==> src/rtl/knn_pkg.sv <==
// Shared definitions for the knn point-stream blocks: state encoding,
// default problem sizes and the address-width helper.
package knn_pkg;

  localparam int NBR_TESTP_DEF = 4;
  localparam int NBR_DATAP_DEF = 10;

  typedef enum logic [2:0] {
    S_IDLE  = 3'd0,
    S_CLEAR = 3'd1,
    S_FETCH = 3'd2,
    S_SEND  = 3'd3,
    S_TPEND = 3'd4,
    S_DONE  = 3'd5
  } knn_state_e;

  // Address width for n entries, never narrower than one bit
  function automatic int clog2_min1(input int n);
    return (n <= 2) ? 1 : $clog2(n);
  endfunction

endpackage

==> src/rtl/knn_feeder_if.sv <==
// Point-stream bundle between the feeder (master) and knn_core (slave).
interface knn_feeder_if
  import knn_pkg::*;
#(
  parameter int DATA_W  = 32,
  parameter int TADDR_W = clog2_min1(NBR_TESTP_DEF)
);
  logic               clear_list;
  logic               pt_valid;
  logic               pt_ready;
  logic [DATA_W-1:0]  pt_A;
  logic [DATA_W-1:0]  pt_B;
  logic               pt_last;
  logic               tp_done;
  logic [TADDR_W-1:0] tp_idx;

  modport master (
    output clear_list, pt_valid, pt_A, pt_B, pt_last, tp_done, tp_idx,
    input  pt_ready
  );

  modport slave (
    input  clear_list, pt_valid, pt_A, pt_B, pt_last, tp_done, tp_idx,
    output pt_ready
  );
endinterface

==> src/rtl/knn_idx_cnt.sv <==
// Saturating index counter with synchronous clear, increment and at-max flag.
module knn_idx_cnt
  import knn_pkg::*;
#(
  parameter int MAX = NBR_TESTP_DEF,
  parameter int W   = clog2_min1(MAX)
) (
  input  logic         clk,
  input  logic         rst_n,
  input  logic         clr,
  input  logic         inc,
  output logic [W-1:0] idx,
  output logic         at_max
);

  localparam logic [W-1:0] MAX_IDX = W'(MAX - 1);

  logic [W-1:0] idx_r;

  // index register; clear wins over increment, never steps past MAX_IDX
  always_ff @(posedge clk or negedge rst_n) begin
    if (!rst_n) begin
      idx_r <= {W{1'b0}};
    end else if (clr) begin
      idx_r <= {W{1'b0}};
    end else if (inc && (idx_r != MAX_IDX)) begin
      idx_r <= idx_r + W'(1);
    end else begin
      idx_r <= idx_r;
    end
  end

  assign idx    = idx_r;
  assign at_max = (idx_r == MAX_IDX);

endmodule

==> src/rtl/knn_feeder.sv <==
// Walks every (test point, data point) pair, fetches both coordinates from
// the point memories and streams them to the knn core with framing strobes.
module knn_feeder
  import knn_pkg::*;
#(
  parameter int DATA_W    = 32,
  parameter int NBR_TESTP = NBR_TESTP_DEF,
  parameter int NBR_DATAP = NBR_DATAP_DEF,
  parameter int TADDR_W   = clog2_min1(NBR_TESTP),
  parameter int DADDR_W   = clog2_min1(NBR_DATAP)
) (
  input  logic               clk,
  input  logic               rst,
  input  logic               start,
  input  logic               abort,
  output logic               busy,
  output logic               done,
  output logic [TADDR_W-1:0] test_addr,
  input  logic [DATA_W-1:0]  test_rdata,
  output logic [DADDR_W-1:0] data_addr,
  input  logic [DATA_W-1:0]  data_rdata,
  knn_feeder_if.master       pt
);

  knn_state_e         state_r, state_s;
  logic [TADDR_W-1:0] t_idx_s;
  logic [DADDR_W-1:0] d_idx_s;
  logic               t_max_s, d_max_s;
  logic               t_clr_s, t_inc_s, d_clr_s, d_inc_s;
  logic               capture_s;

  logic               busy_r, done_r, clear_r, valid_r, last_r, tpd_r;
  logic [TADDR_W-1:0] tpi_r;
  logic [DATA_W-1:0]  a_r, b_r;
  logic [DADDR_W-1:0] daddr_r;

  knn_idx_cnt #(.MAX(NBR_TESTP), .W(TADDR_W)) u_tcnt (
    .clk(clk), .rst_n(rst), .clr(t_clr_s), .inc(t_inc_s),
    .idx(t_idx_s), .at_max(t_max_s)
  );

  knn_idx_cnt #(.MAX(NBR_DATAP), .W(DADDR_W)) u_dcnt (
    .clk(clk), .rst_n(rst), .clr(d_clr_s), .inc(d_inc_s),
    .idx(d_idx_s), .at_max(d_max_s)
  );

  // state register
  always_ff @(posedge clk or negedge rst) begin
    if (!rst) begin
      state_r <= S_IDLE;
    end else begin
      state_r <= state_s;
    end
  end

  // next-state and index control; abort overrides every transition
  always_comb begin
    state_s = state_r;
    t_clr_s = 1'b0;
    t_inc_s = 1'b0;
    d_clr_s = 1'b0;
    d_inc_s = 1'b0;
    if (abort && (state_r != S_IDLE)) begin
      state_s = S_IDLE;
    end else begin
      case (state_r)
        S_IDLE: begin
          if (start) begin
            state_s = S_CLEAR;
            t_clr_s = 1'b1;
            d_clr_s = 1'b1;
          end else begin
            state_s = S_IDLE;
          end
        end
        S_CLEAR: state_s = S_FETCH;
        S_FETCH: state_s = S_SEND;
        S_SEND: begin
          if (pt.pt_ready && d_max_s) begin
            state_s = S_TPEND;
          end else if (pt.pt_ready) begin
            state_s = S_FETCH;
            d_inc_s = 1'b1;
          end else begin
            state_s = S_SEND;
          end
        end
        S_TPEND: begin
          if (t_max_s) begin
            state_s = S_DONE;
          end else begin
            state_s = S_CLEAR;
            t_inc_s = 1'b1;
            d_clr_s = 1'b1;
          end
        end
        S_DONE:  state_s = S_IDLE;
        default: state_s = S_IDLE;
      endcase
    end
  end

  assign capture_s = (state_r == S_FETCH) && (state_s == S_SEND);

  // registered strobes, derived from the state being entered
  always_ff @(posedge clk or negedge rst) begin
    if (!rst) begin
      busy_r  <= 1'b0;
      done_r  <= 1'b0;
      clear_r <= 1'b0;
      valid_r <= 1'b0;
      last_r  <= 1'b0;
      tpd_r   <= 1'b0;
      tpi_r   <= {TADDR_W{1'b0}};
    end else begin
      busy_r  <= (state_s != S_IDLE);
      done_r  <= (state_s == S_DONE);
      clear_r <= (state_s == S_CLEAR);
      valid_r <= (state_s == S_SEND);
      last_r  <= (state_s == S_SEND) && d_max_s;
      tpd_r   <= (state_s == S_TPEND);
      if ((state_r == S_SEND) && (state_s == S_TPEND)) begin
        tpi_r <= t_idx_s;
      end else begin
        tpi_r <= tpi_r;
      end
    end
  end

  // A/B capture and data address; during SEND the address already points at
  // the next data word so the 1-cycle read is ready when FETCH samples it
  always_ff @(posedge clk or negedge rst) begin
    if (!rst) begin
      a_r     <= {DATA_W{1'b0}};
      b_r     <= {DATA_W{1'b0}};
      daddr_r <= {DADDR_W{1'b0}};
    end else begin
      if (capture_s) begin
        a_r <= test_rdata;
        b_r <= data_rdata;
      end else begin
        a_r <= a_r;
        b_r <= b_r;
      end
      if (d_clr_s) begin
        daddr_r <= {DADDR_W{1'b0}};
      end else if (capture_s && !d_max_s) begin
        daddr_r <= d_idx_s + DADDR_W'(1);
      end else if (capture_s) begin
        daddr_r <= d_idx_s;
      end else begin
        daddr_r <= daddr_r;
      end
    end
  end

  assign busy          = busy_r;
  assign done          = done_r;
  assign test_addr     = t_idx_s;
  assign data_addr     = daddr_r;
  assign pt.clear_list = clear_r;
  assign pt.pt_valid   = valid_r;
  assign pt.pt_A       = a_r;
  assign pt.pt_B       = b_r;
  assign pt.pt_last    = last_r;
  assign pt.tp_done    = tpd_r;
  assign pt.tp_idx     = tpi_r;

endmodule

==> src/flat_wrapper.sv <==
// flat-port wrapper written by rule: the top's interface ports become plain ports
module knn_feeder_flat import knn_pkg::*;
#(
  parameter int DATA_W    = 32,
  parameter int NBR_TESTP = NBR_TESTP_DEF,
  parameter int NBR_DATAP = NBR_DATAP_DEF,
  parameter int TADDR_W   = clog2_min1(NBR_TESTP),
  parameter int DADDR_W   = clog2_min1(NBR_DATAP)
)
  (clk, rst, start, abort, busy, done, test_addr, test_rdata, data_addr, data_rdata, pt_clear_list, pt_pt_valid, pt_pt_A, pt_pt_B, pt_pt_last, pt_tp_done, pt_tp_idx, pt_pt_ready);
  knn_feeder_if #(.DATA_W(DATA_W), .TADDR_W(TADDR_W)) pt_i ();
  input  logic clk;
  input  logic rst;
  input  logic start;
  input  logic abort;
  output logic busy;
  output logic done;
  output logic [TADDR_W-1:0] test_addr;
  input  logic [DATA_W-1:0] test_rdata;
  output logic [DADDR_W-1:0] data_addr;
  input  logic [DATA_W-1:0] data_rdata;
  output wire logic [$bits(pt_i.clear_list)-1:0] pt_clear_list;
  output wire logic [$bits(pt_i.pt_valid)-1:0] pt_pt_valid;
  output wire logic [$bits(pt_i.pt_A)-1:0] pt_pt_A;
  output wire logic [$bits(pt_i.pt_B)-1:0] pt_pt_B;
  output wire logic [$bits(pt_i.pt_last)-1:0] pt_pt_last;
  output wire logic [$bits(pt_i.tp_done)-1:0] pt_tp_done;
  output wire logic [$bits(pt_i.tp_idx)-1:0] pt_tp_idx;
  input wire logic [$bits(pt_i.pt_ready)-1:0] pt_pt_ready;
  assign pt_clear_list = pt_i.clear_list;
  assign pt_pt_valid = pt_i.pt_valid;
  assign pt_pt_A = pt_i.pt_A;
  assign pt_pt_B = pt_i.pt_B;
  assign pt_pt_last = pt_i.pt_last;
  assign pt_tp_done = pt_i.tp_done;
  assign pt_tp_idx = pt_i.tp_idx;
  assign pt_i.pt_ready = pt_pt_ready;
  knn_feeder #(.DATA_W(DATA_W), .NBR_TESTP(NBR_TESTP), .NBR_DATAP(NBR_DATAP), .TADDR_W(TADDR_W), .DADDR_W(DADDR_W)) u_core (.clk(clk), .rst(rst), .start(start), .abort(abort), .busy(busy), .done(done), .test_addr(test_addr), .test_rdata(test_rdata), .data_addr(data_addr), .data_rdata(data_rdata), .pt(pt_i));
endmodule
==> config.mk <==
export PLATFORM = sky130hd
export DESIGN_NAME = knn_feeder_flat
export DESIGN_NICKNAME = d
export VERILOG_FILES = /design/src/rtl/knn_pkg.sv /design/src/rtl/knn_feeder_if.sv /design/src/rtl/knn_idx_cnt.sv /design/src/rtl/knn_feeder.sv /design/src/flat_wrapper.sv
export SDC_FILE = /design/constraint.sdc
export NUM_CORES = 1
export LEC_CHECK = 0
export BUFFER_PORTS_ARGS = -buffer_cell sky130_fd_sc_hd__buf_2
export CORE_AREA = 5 5 93 95
export CTS_CLUSTER_DIAMETER = 100
export DETAILED_ROUTE_END_ITERATION = 7
export DIE_AREA = 0 0 98 100
export PLACE_DENSITY_LB_ADDON = 0.05
export SLEW_MARGIN = 20
export SYNTH_ARGS = -nofsm -noshare
export SYNTH_HDL_FRONTEND = slang
export SYNTH_SLANG_ARGS = --single-unit
==> constraint.sdc <==
create_clock -name clk -period 2.55 [get_ports clk]
set_input_delay 0.3825 -clock clk [delete_from_list [all_inputs] [get_ports clk]]
set_output_delay 0.3825 -clock clk [all_outputs]
set_load 0.03 [all_outputs]
Yosys cells after proc, flatten, opt, wreduce, memory -nomap -nowiden
Cells that the tools add are included.
Cells by class
  reductions and logical operators: 15
  equality and inequality tests: 12
  multiplexer cells: 25
  add/sub/neg operators: 2
Operators by type and width (count)
  4-bit two-way mux: 5
  3-bit one-hot mux with 5 select lines: 1
  1-bit two-way mux: 13
  3-bit by 2-bit equality test with 1-bit output (second input constant): 3
  3-bit equality test (second input constant): 3
  3-bit two-way mux: 3
  3-bit nonzero test: 3
  1-bit logical AND: 8
  3-bit by 1-bit equality test with 1-bit output (second input constant): 2
  4-bit by 1-bit adder with 4-bit output (second input constant): 1
  4-bit equality test (second input constant): 1
  2-bit two-way mux: 2
  4-bit inequality test (second input constant): 1
  2-bit nonzero test: 2
  3-bit logical NOT: 1
  2-bit by 1-bit adder with 2-bit output (second input constant): 1
  2-bit equality test (second input constant): 1
  2-bit inequality test (second input constant): 1
  1-bit one-hot mux with 2 select lines: 1
  1-bit logical NOT: 1
Word-level totals
  bits in registers: 85
  logic and storage cells: 67
  output and inout bits: 78
  input port bits: 69

Longest topological paths before layout
  depth after elaboration: 10
  gate-level depth with buffers: 7
  gate-level depth less buffers: 7

By module
A second synthesis with hierarchy kept.
Unflattened totals
  cells, all modules: 371
  area, all modules: 3507.1 um^2
By module, submodules not included
  knn_feeder: cells an instance 338, instances 1, area an instance 3151.8 um^2, sequential area each 1976.9 um^2
  knn_idx_cnt (u_core.u_dcnt): cells an instance 23, instances 1, area an instance 231.5 um^2, sequential area each 100.1 um^2
  knn_idx_cnt (u_core.u_tcnt): cells an instance 10, instances 1, area an instance 123.9 um^2, sequential area each 50.0 um^2

Worst setup path before layout
No wires, ideal clock.
  kind: register -> register
  start: reg u_core.u_dcnt.idx_r[0] (netlist: u_core.u_dcnt.idx[0])
  end: reg u_core.u_dcnt.idx_r[3] (netlist: u_core.u_dcnt.idx[3])
  setup slack: 0.854 ns
  library setup time: 0.149 ns
  cell stages (with the launch flop): 6
  clock period less this slack: 1.696 ns
  path buffers: 0
  arrival time: 1.547 ns
  path through: dfrtp_1 > ha_1 > and3b_1 > nor3_1 > mux2i_1 > a21oi_1
On the way
  word-level cells in the longest chain between the ends: 7
  elaborated cells between the ends (all ways): 11
  those cells by class: 1 x add/sub; 2 x eq/ne; 5 x mux; 3 x reduce/logical
Ends and longest elaborated chain
  from (decl): line knn_idx_cnt.sv:18  | logic [W-1:0] idx_r;
  from (signal assigned): line knn_idx_cnt.sv:23  | idx_r <= {W{1'b0}};
  from (signal assigned): line knn_idx_cnt.sv:25  | idx_r <= {W{1'b0}};
  from (signal assigned): line knn_idx_cnt.sv:27  | idx_r <= idx_r + W'(1);
  4-bit equality test: line knn_idx_cnt.sv:34  | assign at_max = (idx_r == MAX_IDX);
  1-bit logical AND: line knn_feeder.sv:79  | if (pt.pt_ready && d_max_s) begin
  1-bit two-way mux: line knn_feeder.sv:79
  1-bit two-way mux: line knn_feeder.sv:66  | case (state_r)
  1-bit two-way mux: line knn_feeder.sv:63  | if (abort && (state_r != S_IDLE)) begin
  1-bit logical AND: line knn_idx_cnt.sv:26  | end else if (inc && (idx_r != MAX_IDX)) begin
  2-bit nonzero test (no line)
Parallel ways exist; a longest one is shown, timed or not. The select of a mux whose other input is x is not followed.
A chain may end at the register's enable or synchronous reset.

Worst setup path after layout
Same ends and word-level chain as after synthesis.

==> qor.csv <==
metric,value,unit
Total GRT Usage,15.3,%
starting density of the core,44.2,%
num rows,32,
Post-DP HPWL,5430,microns
worst hold slack,-0.00614,ns
"count leader, synth",dfrtp_1,
routed len/inst,15.0,microns
asr flop ratio synth,100,%
ys flop type,dfrtp_1,
Setup crit end kind,flip-flop,
Vert. Die Dim,100,microns
fillers,688,
syn nets,298,
clock root cell,clkbuf_8,
LEAKAGE,0.00225,uW
Post-synth top cells,"dfrtp_1, mux2_2, buf_2, nor2_1, a21oi_1",
RSZ-0062 raised after global routing,false,
reg2reg start,u_core.u_dcnt.idx[0],
Worst EP required,2.73,ns
Post-CTS Resized,0,
Fin Setup TNS,0,ns
Inserted Diodes,0,
WP data arrival,2.11,ns
Unique masters post-synth,31,
slew margin rel.,47.8,%
post-CTS setup buffer count,0,
violated checks,negative hold slack,
vias in the first global route,2376,
met2 wire len,3540,microns
"Seq/Total Area, Yosys",62.9,%
initial detailed-routing violation count,41,
cells after synthesis,226,
remaining routing DRC violations,0,
largest net degree at the start of global routing,49,
Synth area leader,dfrtp_1,
Ports,147,
Synth warnings,0,
Area contributors post-synth,"dfrtp_1, mux2_2, mux2i_1",
fin crit share,75.7,%
top cell type's share of synthesized area,62.9,%
Final Max Tran Viols,0,
met3 WL post-DR,534,microns
Period minus WS final,1.93,ns
Final setup viols,0,
initial antenna violation count,0,
aggregate global routing overflow,0,
# port buffers,146,
number of synthesized flops with an enable pin,0,
die area,9800,sq um
clock buffer count from CTS,9,
Crit Path Category,flip-flop to flip-flop,
Setup crit start,u_core.u_dcnt.idx[0],
"wirelength, routed",7190,microns
Area Growth Syn to Fin,30.3,%
share of cells above drive strength 1,61.2,%
"CTS clk-pin slew, worst paths",0.08,ns
Max Used Layer,met4,
maximum VDD drop,0.000541,V
CP Launch Type,flip-flop,
Mean Syn Cell Area,15.0,sq um
Final nets,447,
CTS Sinks,85,
H-tree levels,3,
Hold WC Path Type,input pin to async pin,
DRT met1 WL,3010,microns
number of synthesized register bits,85,
Post-CTS Hold Fix Bufs,0,
Routed Antenna Nets,0,
final hold vios,6,
GP Congestion,0.789,
final setup skew,0.00922,ns
drt pass-1 iters,4,
worst-margin pin slew,0.780,ns
"Cell Area, Synth",3380,sq um
max-cap viol count,0,
die width,98,microns
CTS tree,built,
CP max FO,5,
Max Clock Freq,518,MHz
outcome,"finished, violations left",
Avg Vias per Cell,4.75,
first-pass GRT wire length,12000,microns
pwr dens,1250,nW/um^2
Clock Latency Late Sink,0.34,ns
DR vias,2284,
Setup WS pre-CTS,0.636,ns
setup ws final,0.619,ns
overall power,5530,uW
core area,7650,sq um
Longest Clk Path Bufs,2,
==> cell families after synthesis <==
family,after synthesis,synth area share [%]
compound gates,15,2.74
xor+xnor,6,1.55
fa+ha+maj,3,1.11
buf+inv,17,2.51
flops,85,62.9
mux,72,23.7
simple gates,28,5.47
==> worst max-delay path, cell delays in order, from the launching register on <==
cell and delay, ns:
dfrtp_1 0.46, ha_1 0.27, and3b_1 0.23, nor3_1 0.50, mux2i_1 0.25, a21oi_1 0.06
==> per-stage QoR <==
stage	util [%]	cells	area, sq um	hold slack, ns
after floorplan	-	226	3380	0.0869
after global placement	55.1	466	4220	0.388
after detailed placement	55.1	466	4220	0.380
after CTS	57.6	481	4410	0.00272
after global routing	57.6	481	4410	0.0134
final	57.6	481	4410	-0.00614
==> final cells by class <==
class	instances	area (sq um)	area share [%]
Tap cell	102	128	2.90
Sequential cell	85	2130	48.3
Clock buffer	11	141	3.21
Inverter	6	22.5	0.511
Timing Repair Buffer	149	768	17.4
Multi-Input combinational cell	124	1170	26.6
Clock inverter	4	48.8	1.11
==> where the power goes <==
part           switching (uW)  internal (uW)
combinational            1610            857
clock                     446            473
sequential                254           1890
total                    2310           3220
==> placed cells by master (no fill, tap or decap), types with 2 or more instances in the layout <==
| cell | count |
|---|---|
| a21oi_1 | 7 |
| a31oi_1 | 3 |
| and2_1 | 2 |
| buf_2 | 145 |
| buf_4 | 3 |
| clkbuf_8 | 10 |
| clkinv_2 | 2 |
| dfrtp_1 | 85 |
| ha_1 | 3 |
| inv_1 | 6 |
| mux2_2 | 66 |
| mux2i_1 | 6 |
| nand2_1 | 4 |
| nand3_1 | 2 |
| nor2_1 | 8 |
| nor3_1 | 2 |
| nor4b_1 | 3 |
| xnor2_1 | 5 |
==> final timing paths <==
check                                             to  slack, ns  depth (start not counted)
worst max-delay path            u_core.u_dcnt.idx[3]       0.62                          5
worst min register to register     u_core.pt.pt_B[1]       0.50                          1
max in group asynchronous         u_core.pt.pt_B[30]       1.92                          2
worst min-delay path              u_core.pt.pt_B[10]     -0.006                          1
min in group clk                  u_core.pt.pt_A[15]       0.27                          2
worst max register to register  u_core.u_dcnt.idx[3]       0.62                          5
==> sequential cells by signal, indices dropped and copies added, names as in the netlist, 2 cells and up <==
| signal | cells |
|---|---|
| u_core.data_addr | 4 |
| u_core.pt.pt_A | 32 |
| u_core.pt.pt_B | 32 |
| u_core.pt.tp_idx | 2 |
| u_core.state_r | 3 |
| u_core.u_dcnt.idx | 4 |
| u_core.u_tcnt.idx | 2 |
==> metal layers <==
layer	vias up	GRT usage, %
met1	1090	18.8
met3	8	4.79
met5	-	0
met4	0	5.75
met2	92	25.3
li1	1094	-
Power figures use the tool's default switching activity.
